===== config.mk =====
export PLATFORM = sky130hd
export DESIGN_NAME = tile_reader
export DESIGN_NICKNAME = d
export VERILOG_FILES = /design/src/rtl/tile_reader.sv
export SDC_FILE = /design/constraint.sdc
export NUM_CORES = 1
export LEC_CHECK = 0
export ABC_AREA = 1
export CAP_MARGIN = 25
export CORE_UTILIZATION = 41
export CTS_CLUSTER_DIAMETER = 150
export DETAILED_ROUTE_END_ITERATION = 10
export GPL_ROUTABILITY_DRIVEN = 0
export GPL_TIMING_DRIVEN = 0
export SETUP_SLACK_MARGIN = 0.1
export SKIP_LAST_GASP = 1
export SLEW_MARGIN = 40
export SYNTH_ARGS = -nofsm -noshare
export SYNTH_HDL_FRONTEND = slang
export SYNTH_SLANG_ARGS = --single-unit

===== constraint.sdc =====
create_clock -name clk_i -period 11.7 [get_ports clk_i]
set_clock_uncertainty 0.05 [all_clocks]
set_input_delay 2.34 -clock clk_i [delete_from_list [all_inputs] [get_ports clk_i]]
set_output_delay 2.34 -clock clk_i [all_outputs]
set_load 0.005 [all_outputs]

===== src/rtl/tile_reader.sv =====
// Tile reader: fetches a TileRows x TileCols window of a row-major matrix,
// zero-filling elements that fall outside the matrix, then holds the tile.
module tile_reader #(
  parameter int AddrWidth = 16,
  parameter int DataWidth = 8,
  parameter int TileRows  = 4,
  parameter int TileCols  = 4
) (
  input  logic                 clk_i,
  input  logic                 rst_ni,
  input  logic                 start_i,
  input  logic                 transpose_i,
  input  logic [AddrWidth-1:0] base_addr_i,
  input  logic [15:0]          matrix_rows_i,
  input  logic [15:0]          matrix_cols_i,
  input  logic [15:0]          start_row_i,
  input  logic [15:0]          start_col_i,
  output logic                 busy_o,
  output logic                 mem_req_o,
  output logic [AddrWidth-1:0] mem_addr_o,
  input  logic                 mem_gnt_i,
  input  logic                 mem_rvalid_i,
  input  logic [DataWidth-1:0] mem_rdata_i,
  output logic                 tile_valid_o,
  input  logic                 tile_ready_i,
  output logic [TileRows-1:0][TileCols-1:0][DataWidth-1:0] tile_o,
  output logic                 done_o
);

  typedef enum logic [1:0] {
    IDLE,
    ISSUE,
    DRAIN,
    HOLD
  } state_e;

  localparam logic [4:0] LastR  = 5'(TileRows - 1);
  localparam logic [4:0] LastC  = 5'(TileCols - 1);
  localparam bit         Square = (TileRows == TileCols);

  state_e state_q, state_d;

  logic [AddrWidth-1:0] base_q;
  logic [15:0]          rows_q;
  logic [15:0]          cols_q;
  logic [15:0]          srow_q;
  logic [15:0]          scol_q;
  logic                 tr_q;

  logic [4:0] r_q, c_q;
  logic [4:0] pr_q, pc_q;
  logic       pend_q;
  logic       done_q;
  logic [TileRows-1:0][TileCols-1:0][DataWidth-1:0] tile_q;

  logic [4:0]  off_r, off_c;
  logic [16:0] gr, gc;
  logic [31:0] addr_full;
  logic        inb;
  logic        issue;
  logic        grant;
  logic        advance;
  logic        last;
  logic        zero_wr;
  logic        rsp_wr;

  // 17-bit coordinates so origin + offset cannot wrap back into bounds
  assign off_r = tr_q ? c_q : r_q;
  assign off_c = tr_q ? r_q : c_q;
  assign gr    = {1'b0, srow_q} + {12'd0, off_r};
  assign gc    = {1'b0, scol_q} + {12'd0, off_c};
  assign inb   = (gr < {1'b0, rows_q}) && (gc < {1'b0, cols_q});

  assign addr_full = 32'(base_q)
                   + ({15'd0, gr} * {16'd0, cols_q})
                   + {15'd0, gc};

  assign issue   = (state_q == ISSUE);
  assign grant   = issue && inb && mem_gnt_i;
  assign advance = issue && (!inb || mem_gnt_i);
  assign last    = (r_q == LastR) && (c_q == LastC);
  assign zero_wr = issue && !inb;
  assign rsp_wr  = pend_q && mem_rvalid_i;

  assign busy_o       = (state_q != IDLE);
  assign mem_req_o    = issue && inb;
  assign mem_addr_o   = addr_full[AddrWidth-1:0];
  assign tile_valid_o = (state_q == HOLD);
  assign tile_o       = tile_q;
  assign done_o       = done_q;

  always_ff @(posedge clk_i or negedge rst_ni) begin
    if (!rst_ni) begin
      state_q <= IDLE;
    end else begin
      state_q <= state_d;
    end
  end

  always_comb begin
    state_d = state_q;
    unique case (state_q)
      IDLE:  if (start_i) state_d = ISSUE;
      ISSUE: if (advance && last) state_d = DRAIN;
      DRAIN: if (!pend_q || mem_rvalid_i) state_d = HOLD;
      HOLD:  if (tile_ready_i) state_d = IDLE;
      default: state_d = IDLE;
    endcase
  end

  always_ff @(posedge clk_i or negedge rst_ni) begin
    if (!rst_ni) begin
      base_q <= '0;
      rows_q <= '0;
      cols_q <= '0;
      srow_q <= '0;
      scol_q <= '0;
      tr_q   <= 1'b0;
      r_q    <= '0;
      c_q    <= '0;
      pr_q   <= '0;
      pc_q   <= '0;
      pend_q <= 1'b0;
      done_q <= 1'b0;
      tile_q <= '0;
    end else begin
      done_q <= (state_q == HOLD) && tile_ready_i;
      if ((state_q == IDLE) && start_i) begin
        base_q <= base_addr_i;
        rows_q <= matrix_rows_i;
        cols_q <= matrix_cols_i;
        srow_q <= start_row_i;
        scol_q <= start_col_i;
        tr_q   <= transpose_i && Square;
        r_q    <= '0;
        c_q    <= '0;
      end
      if (advance) begin
        if (c_q == LastC) begin
          c_q <= '0;
          r_q <= r_q + 5'd1;
        end else begin
          c_q <= c_q + 5'd1;
        end
      end
      if (grant) begin
        pend_q <= 1'b1;
        pr_q   <= r_q;
        pc_q   <= c_q;
      end else if (mem_rvalid_i) begin
        pend_q <= 1'b0;
      end
      // response and zero-fill always hit different elements
      for (int i = 0; i < TileRows; i++) begin
        for (int j = 0; j < TileCols; j++) begin
          if (rsp_wr && pr_q == 5'(i) && pc_q == 5'(j))
            tile_q[i][j] <= mem_rdata_i;
          if (zero_wr && r_q == 5'(i) && c_q == 5'(j))
            tile_q[i][j] <= '0;
        end
      end
    end
  end

endmodule


[Word-level counts from Yosys, hierarchy flattened]
Index checks and enable logic that the tools add are counted.
Operators by class
  order comparisons: 2
  add/sub/neg operators: 6
  reductions and logical operators: 79
  $mul: 1
  multiplexer cells: 47
  equality and inequality tests: 19
Operators with widths (count)
  $mux W8: 32
  $logic_and A1 B1 Y1: 50
  $eq A5 B2 Y1 const B: 8
  $mux W5: 8
  $reduce_bool A2 Y1: 19
  $add A16 B5 Y17: 2
  $lt A17 B16 Y1: 2
  $add A16 B16 Y16: 2
  $eq A5 B1 Y1 const B: 4
  $logic_not A5 Y1: 4
  $mul A17 B16 Y16: 1
  $add A5 B1 Y5 const B: 2
  $mux W2: 4
  $pmux W2 S4: 1
  $eq A2 B2 Y1 const B: 2
  $ne A2 B1 Y1 const B: 2
  $ne A2 B2 Y1 const B: 2
  $reduce_and A4 Y1: 1
  $eq A2 B1 Y1 const B: 1
  $logic_not A1 Y1: 2
  $logic_not A2 Y1: 1
  $logic_or A1 B1 Y1: 2
  $mux W1: 2
Storage, ports and cells
  output and inout bits: 148
  register bits: 233
  logic and storage cells: 183

[Depth between registers and ports, before layout]
Gate-level depths: netlist (run 1).
  word-level depth: 10
  depth in mapped cells: 39
  mapped depth without buffers: 38

[Worst setup path after synthesis (run 1)]
OpenSTA, ideal clock, no wires.
  kind: reg-to-output
  start: register tr_q
  end: output port mem_addr_o[15]
  data required time: 9310 ps
  arrival: 6561 ps
  setup slack: 2749 ps
  stages on the path, launching flop included: 37
  cell sequence: dfrtp_1 > clkbuf_1 > nand2_1 > o21ai_0 > ha_1 > inv_1 > fa_1 > inv_1 > nand3_1 > nand2_1 > nand2_1 > nand2_1 > nand2_1 > nand2_1 > nor2_1 > fa_1 > inv_1 > fa_1 > inv_1 > fa_1 > inv_1 > fa_1 > inv_1 > fa_1 > inv_1 > fa_1 > inv_1 > ha_1 > nand2_1 > nor2_1 > nand3_1 > nand4_1 > xor2_1 > nand3_1 > nand2_1 > nand3_1 > nand2_1
Between the ends
  word-level cells in the longest chain between the ends: 5
RTL lines
  start, declared: RTL line 48  | logic tr_q;
  start signal, assigned: RTL line 134  | tr_q <= transpose_i && Square;
  $mux W5: RTL line 68  | assign off_r = tr_q ? c_q : r_q;
  $add A16 B5 Y17: RTL line 70  | assign gr = {1'b0, srow_q} + {12'd0, off_r};
  $mul A17 B16 Y16: RTL line 75  | + ({15'd0, gr} * {16'd0, cols_q})
  $add A16 B16 Y16: RTL line 75
  $add A16 B16 Y16 *: RTL line 76  | + {15'd0, gc};
  end, declared: RTL line 20  | output logic [AddrWidth-1:0] mem_addr_o,
Every way passes the cells marked *; elsewhere a longest branch is shown, timed or not.

[Final worst setup path (run 1)]
Ends and elaborated chain as after synthesis.

==> flow_summary_export.csv, run 1 <==
group,metric,value,unit
yosys,synth.top_cell.area_share,34.7,%
critical_path,cp_top_family,"adder cells",
clocking,htree_num_levels,1,
timing,fmax,0.0906,GHz
die,die_y,204,um
die,io_pins,243,
clocking,cts_setup_buffers,0,
detailed_routing,num_vias,14800,
global_routing,grt_pass1_wl,80800,um
die,dieArea,0.0418,mm2
yosys,yosysWarnings,0,
clocking,clk_pin_slew_worst_paths,0.06,ns
yosys,ys_ff_latch,233,
placed_design,dpl-instance-area,0.0200,mm2
critical_path,cp-start-kind,"flop",
critical_path,critPathMaxFanout,10,
yosys,synth_edf_count,0,
die,die_w,204,um
timing,post-route-min-period,11.04,ns
yosys,seq_area_frac_synth,34.7,%
timing,relSlewSlack,43.6,%
global_routing,antenna_found_initial,2,
yosys,syn-cell-area,0.0168,mm2
yosys,syn_inst,2183,
clocking,numCtsBuffers,28,
yosys,synth_area_leaders,"dfrtp_1, nand2_1, fa_1",
timing,tns,0,ns
final_layout,layout_common_cells,"nand2_1, inv_1, clkdlybuf4s50_1",
detailed_routing,drt_pre_antenna_iters,5,
timing,rsz0062_at_grt,"false",
global_routing,grt_pass1_vias,14600,
final_layout,num-nets-final,2768,
clocking,cts.sinks,233,
global_routing,grt-ovfl-total,0,
placed_design,hpwl,40600,um
clocking,tritoncts,"yes",
clocking,clock_latency,0.58,ns
job,cap_violations,0,
yosys,synthFlopType,"dfrtp_1",
timing,setup_viol,0,
critical_path,required,9.31,ns
clocking,cts_root_buf,"clkbuf_16",
timing,slew_viol_final,0,
timing,period_share,94.4,%
yosys,synth_cell_type_count,40,
final_layout,drive_above_1_share,3.99,%
critical_path,cp_slowest_stage_delay,0.61,ns
detailed_routing,first_iter_violations,1018,
critical_path,crit_path_top_delay_cell,"fa_1",
global_routing,globalRouteTotalUtil,25.2,%
timing,hold_violations,0,
yosys,synth_area_per_cell,7.69,um2
die,coreArea,0.0401,mm2
die,row_count,73,
min_path,hp-class,"reg2reg",
yosys,async_reset_ff_share,100,%
detailed_routing,wl,52100,um
final_layout,mostFrequentLayoutCell,"nand2_1",
critical_path,criticalPathCategory,"reg2out",
yosys,syn-num-nets,2492,
detailed_routing,wl_per_cell,17.3,um
final_layout,fin_area,0.0210,mm2
die,start_util,41.9,%
detailed_routing,viasPerCell,4.93,
detailed_routing,postRouteAntennaNets,0,
critical_path,crit_buf_inv,6,
timing,hold_ws,0.444,ns
critical_path,end_kind,"output pin",
outcome,status,"finished clean",
critical_path,path_common_cell,"nand2_1",
timing,worst_pin_slew,0.845,ns
critical_path,cp_data_arrival_time,8.65,ns
final_layout,syn_to_final_growth,25.0,%
global_routing,grt_max_degree,69,
detailed_routing,drc,0,
yosys,yosys.area.top_type,"dfrtp_1",
placed_design,port_buffers,242,
final_layout,fillers,3906,
clocking,max-clock-path-buffers,3,
-- what timing repair did --
item / in CTS / in global routing
setup endpoints to repair: 0 / 1
gates resized for setup: 0 / 4
hold buffers: 0 / 0
-- through the flow --
stage	setup WS [ns]	utilization, %	cells
floorplan	2.75	-	2183
global placement	-2.41	49.5	2950
detailed placement	1.09	49.9	2954
CTS	0.464	52.2	3006
global route	0.166	52.3	3008
finish	0.660	52.3	3009
-- synth_stat cells, types with 2 or more instances --
library cell	instances
and2_1	2
a21o_1	3
a21oi_1	35
nor2_1	97
nor2_4	6
o211ai_1	3
nand3_1	73
nand4_1	13
ha_1	104
nor3_1	13
o21bai_1	5
nand2_4	2
a31oi_1	2
o21ai_0	224
nand2_1	637
clkinv_1	4
nand2_2	19
buf_1	6
clkbuf_1	50
fa_1	110
nand3b_1	4
o21ai_1	5
o31ai_1	2
inv_1	468
xnor2_1	11
xor2_1	27
or2_2	2
nor4_1	8
a211oi_1	3
dfrtp_1	233
buf_2	2
nor2_2	2
-- sequential cells by signal, summed over array words and instances, names as in the netlist --
signal   count
base_q      16
cols_q      16
r_q          5
pr_q         5
pc_q         5
srow_q      16
done_o       1
tile_o     128
state_q      2
rows_q      16
pend_q       1
scol_q      16
tr_q         1
c_q          5
-- cell families after synthesis --
group	count (synthesis)	share of synthesized area (%)
buffers and inverters	531	11.9
DFF	233	34.7
and+or+nand+nor	883	21.8
xor gates and xnor gates	38	1.98
adders and majority gates	214	20.9
AOI/OAI and AO/OA	284	8.75
-- layout make-up --
type / instances / area (um2) / share of cell area (%)
Timing Repair Buffer: 246 / 2530 / 12.1
Inverter: 473 / 1780 / 8.46
Clock inverter: 8 / 90.1 / 0.429
Clock buffer: 44 / 851 / 4.05
Sequential cell: 233 / 5830 / 27.8
Antenna cell: 3 / 7.51 / 0.0358
Tap cell: 525 / 657 / 3.13
Multi-Input combinational cell: 1419 / 9020 / 43.0
Buffer: 58 / 221 / 1.06
-- path summary, 6_finish.rpt --
path / startpoint / slack [ns] / cells past startpoint / to
setup reg to reg: tr_q / 6.62 / 24 / pc_q[0]
min in group asynchronous: rst_ni / 1.58 / 1 / rows_q[13]
max in group asynchronous: rst_ni / 9.05 / 3 / tile_o[110]
setup / recovery: tr_q / 0.66 / 33 / mem_addr_o[15]
hold / removal: scol_q[0] / 0.44 / 2 / scol_q[0]
hold reg to reg: scol_q[0] / 0.44 / 2 / scol_q[0]
-- metal layers --
metal / vias up / GRT usage [%] / wire length, um
met5: - / 0 / 0
met4: 0 / 8.24 / 1540
met3: 78 / 2.42 / 2990
met2: 418 / 39.4 / 23300
met1: 7154 / 36.4 / 24300
li1: 7170 / - / -
-- worst reg2reg max path, cell delays in order (launching register included) --
cell	delay (ns)
dfrtp_1	0.40
clkbuf_1	0.21
o21ai_0	0.31
ha_1	0.25
inv_1	0.07
fa_1	0.45
o21ai_2	0.23
nand2_1	0.07
nand2_1	0.17
inv_1	0.09
nor2_1	0.12
xor2_1	0.51
inv_1	0.10
ha_1	0.32
a21oi_1	0.13
nor3_1	0.07
a211oi_1	0.26
nor2_1	0.10
nor2_1	0.10
nand2_1	0.07
nor2_2	0.18
nand2_4	0.12
nor2_4	0.21
buf_2	0.27
o21ai_0	0.11
Power of run 1 is left out: the tool's default activity adds up to more than one toggle a clock period on the data nets, which glitch-free logic cannot reach.
==> inputs of run 2 (changes only) <==
Settings changed: GPL_TIMING_DRIVEN 0 to 1.
==> run 2 against run 1 <==
Against the previous run: count of clock-buffer cells in the layout decreased by 10; maximum frequency rose by 1.2%; cell count fell by 1.9%; via count is 2.2% lower; die area unchanged; largest cell class unchanged.
==> flow_summary_export.csv, run 2 (synthesis results as in run 1) <==
group,metric,value,unit
clocking,cts_root_buf,"clkbuf_16",
final_layout,mostFrequentLayoutCell,"nand2_1",
outcome,status,"finished clean",
timing,setup_viol,0,
detailed_routing,drt_pre_antenna_iters,8,
die,start_util,41.9,%
final_layout,num-nets-final,2712,
critical_path,end_kind,"output pin",
critical_path,required,9.31,ns
critical_path,crit_path_top_delay_cell,"dfrtp_1",
die,dieArea,0.0418,mm2
timing,hold_violations,0,
critical_path,path_common_cell,"nand2_1",
die,io_pins,243,
die,die_y,204,um
timing,worst_pin_slew,0.798,ns
timing,fmax,0.0917,GHz
final_layout,largest_reg_flops,128,
critical_path,criticalPathCategory,"reg2out",
die,die_w,204,um
timing,rsz0062_at_grt,"false",
min_path,hp-class,"reg2reg",
clocking,ctsHoldBuffers,0,
clocking,clock_latency,0.58,ns
clocking,max-clock-path-buffers,3,
global_routing,grt_max_degree,109,
clocking,numCtsBuffers,28,
critical_path,cp_top_family,"adder cells",
detailed_routing,postRouteAntennaNets,0,
global_routing,grt-ovfl-total,0,
global_routing,grt_pass1_vias,14000,
detailed_routing,wl_per_cell,17.1,um
critical_path,cp-start-kind,"flop",
timing,period_share,93.2,%
detailed_routing,num_vias,14500,
clocking,htree_num_levels,1,
die,row_count,73,
global_routing,grt_pass1_wl,77900,um
die,coreArea,0.0401,mm2
clocking,cts.sinks,233,
clocking,cts_setup_buffers,0,
clocking,clk_pin_slew_worst_paths,0.06,ns
global_routing,antenna_found_initial,3,
clocking,cts_resized,0,
timing,slew_viol_final,0,
clocking,tritoncts,"yes",
placed_design,port_buffers,242,
critical_path,crit_buf_inv,9,
detailed_routing,viasPerCell,4.91,
final_layout,layout_common_cells,"nand2_1, inv_1, clkdlybuf4s50_1",
timing,post-route-min-period,10.91,ns
timing,tns,0,ns
critical_path,cp_slowest_stage_delay,0.64,ns
detailed_routing,drc,0,
placed_design,hpwl,38300,um
detailed_routing,first_iter_violations,1105,
final_layout,drive_above_1_share,3.92,%
detailed_routing,wl,50400,um
timing,relSlewSlack,46.7,%
critical_path,critPathMaxFanout,21,
job,cap_violations,0,
global_routing,globalRouteTotalUtil,24.2,%
critical_path,cp_data_arrival_time,8.52,ns
final_layout,syn_to_final_growth,23.7,%
## run 2: cell type report
type | count | area (um2)
inverter | 473 | 1780
sequential | 233 | 5830
timing repair buffer | 248 | 2500
antenna | 4 | 10.0
clock buffer | 34 | 733
tap | 525 | 657
multi-input combinational | 1419 | 9000
fill | 3819 | 19300
clock inverter | 16 | 260
## run 2: final timing paths
path                           start  slack [ns]              to  depth (start not counted)
min reg2reg                scol_q[3]        0.44       scol_q[3]                          2
max                             tr_q        0.79  mem_addr_o[15]                         36
min                        scol_q[3]        0.44       scol_q[3]                          2
max in group asynchronous     rst_ni        7.90          r_q[4]                          4
max reg2reg                     tr_q        6.65      tile_o[81]                         23
min in group asynchronous     rst_ni        1.56       cols_q[3]                          1
## run 2: through the flow
step / util [%] / std cells / hold WS, ns / worst slack, ns / cell area [um2]
global placement: 49.1 / 2897 / 0.432 / 1.57 / 19700
finish: 51.8 / 2952 / 0.444 / 0.793 / 20800
floorplan: - / 2183 / 0.405 / 2.75 / 16800
global route: 51.8 / 2951 / 0.462 / 0.279 / 20800
detailed placement: 49.2 / 2897 / 0.426 / 1.47 / 19700
CTS: 51.7 / 2947 / 0.444 / 0.836 / 20700
## run 2: routing by layer
metal	vias up	global-route usage, %	part of all wire (%)	wire length, um
met1	6907	34.3	46	23000
li1	7055	-	-	-
met2	447	38.7	46	23000
met3	81	2.93	5.9	2980
met5	-	0	0	0
met4	0	7.60	2.8	1390
## run 2: worst min-delay path, delay by kind of cell, from the launching register on
family | cells | cell delay (ns)
flops | 1 | 0.35
simple gates | 2 | 0.11
Power of run 2 is left out for the same reason.
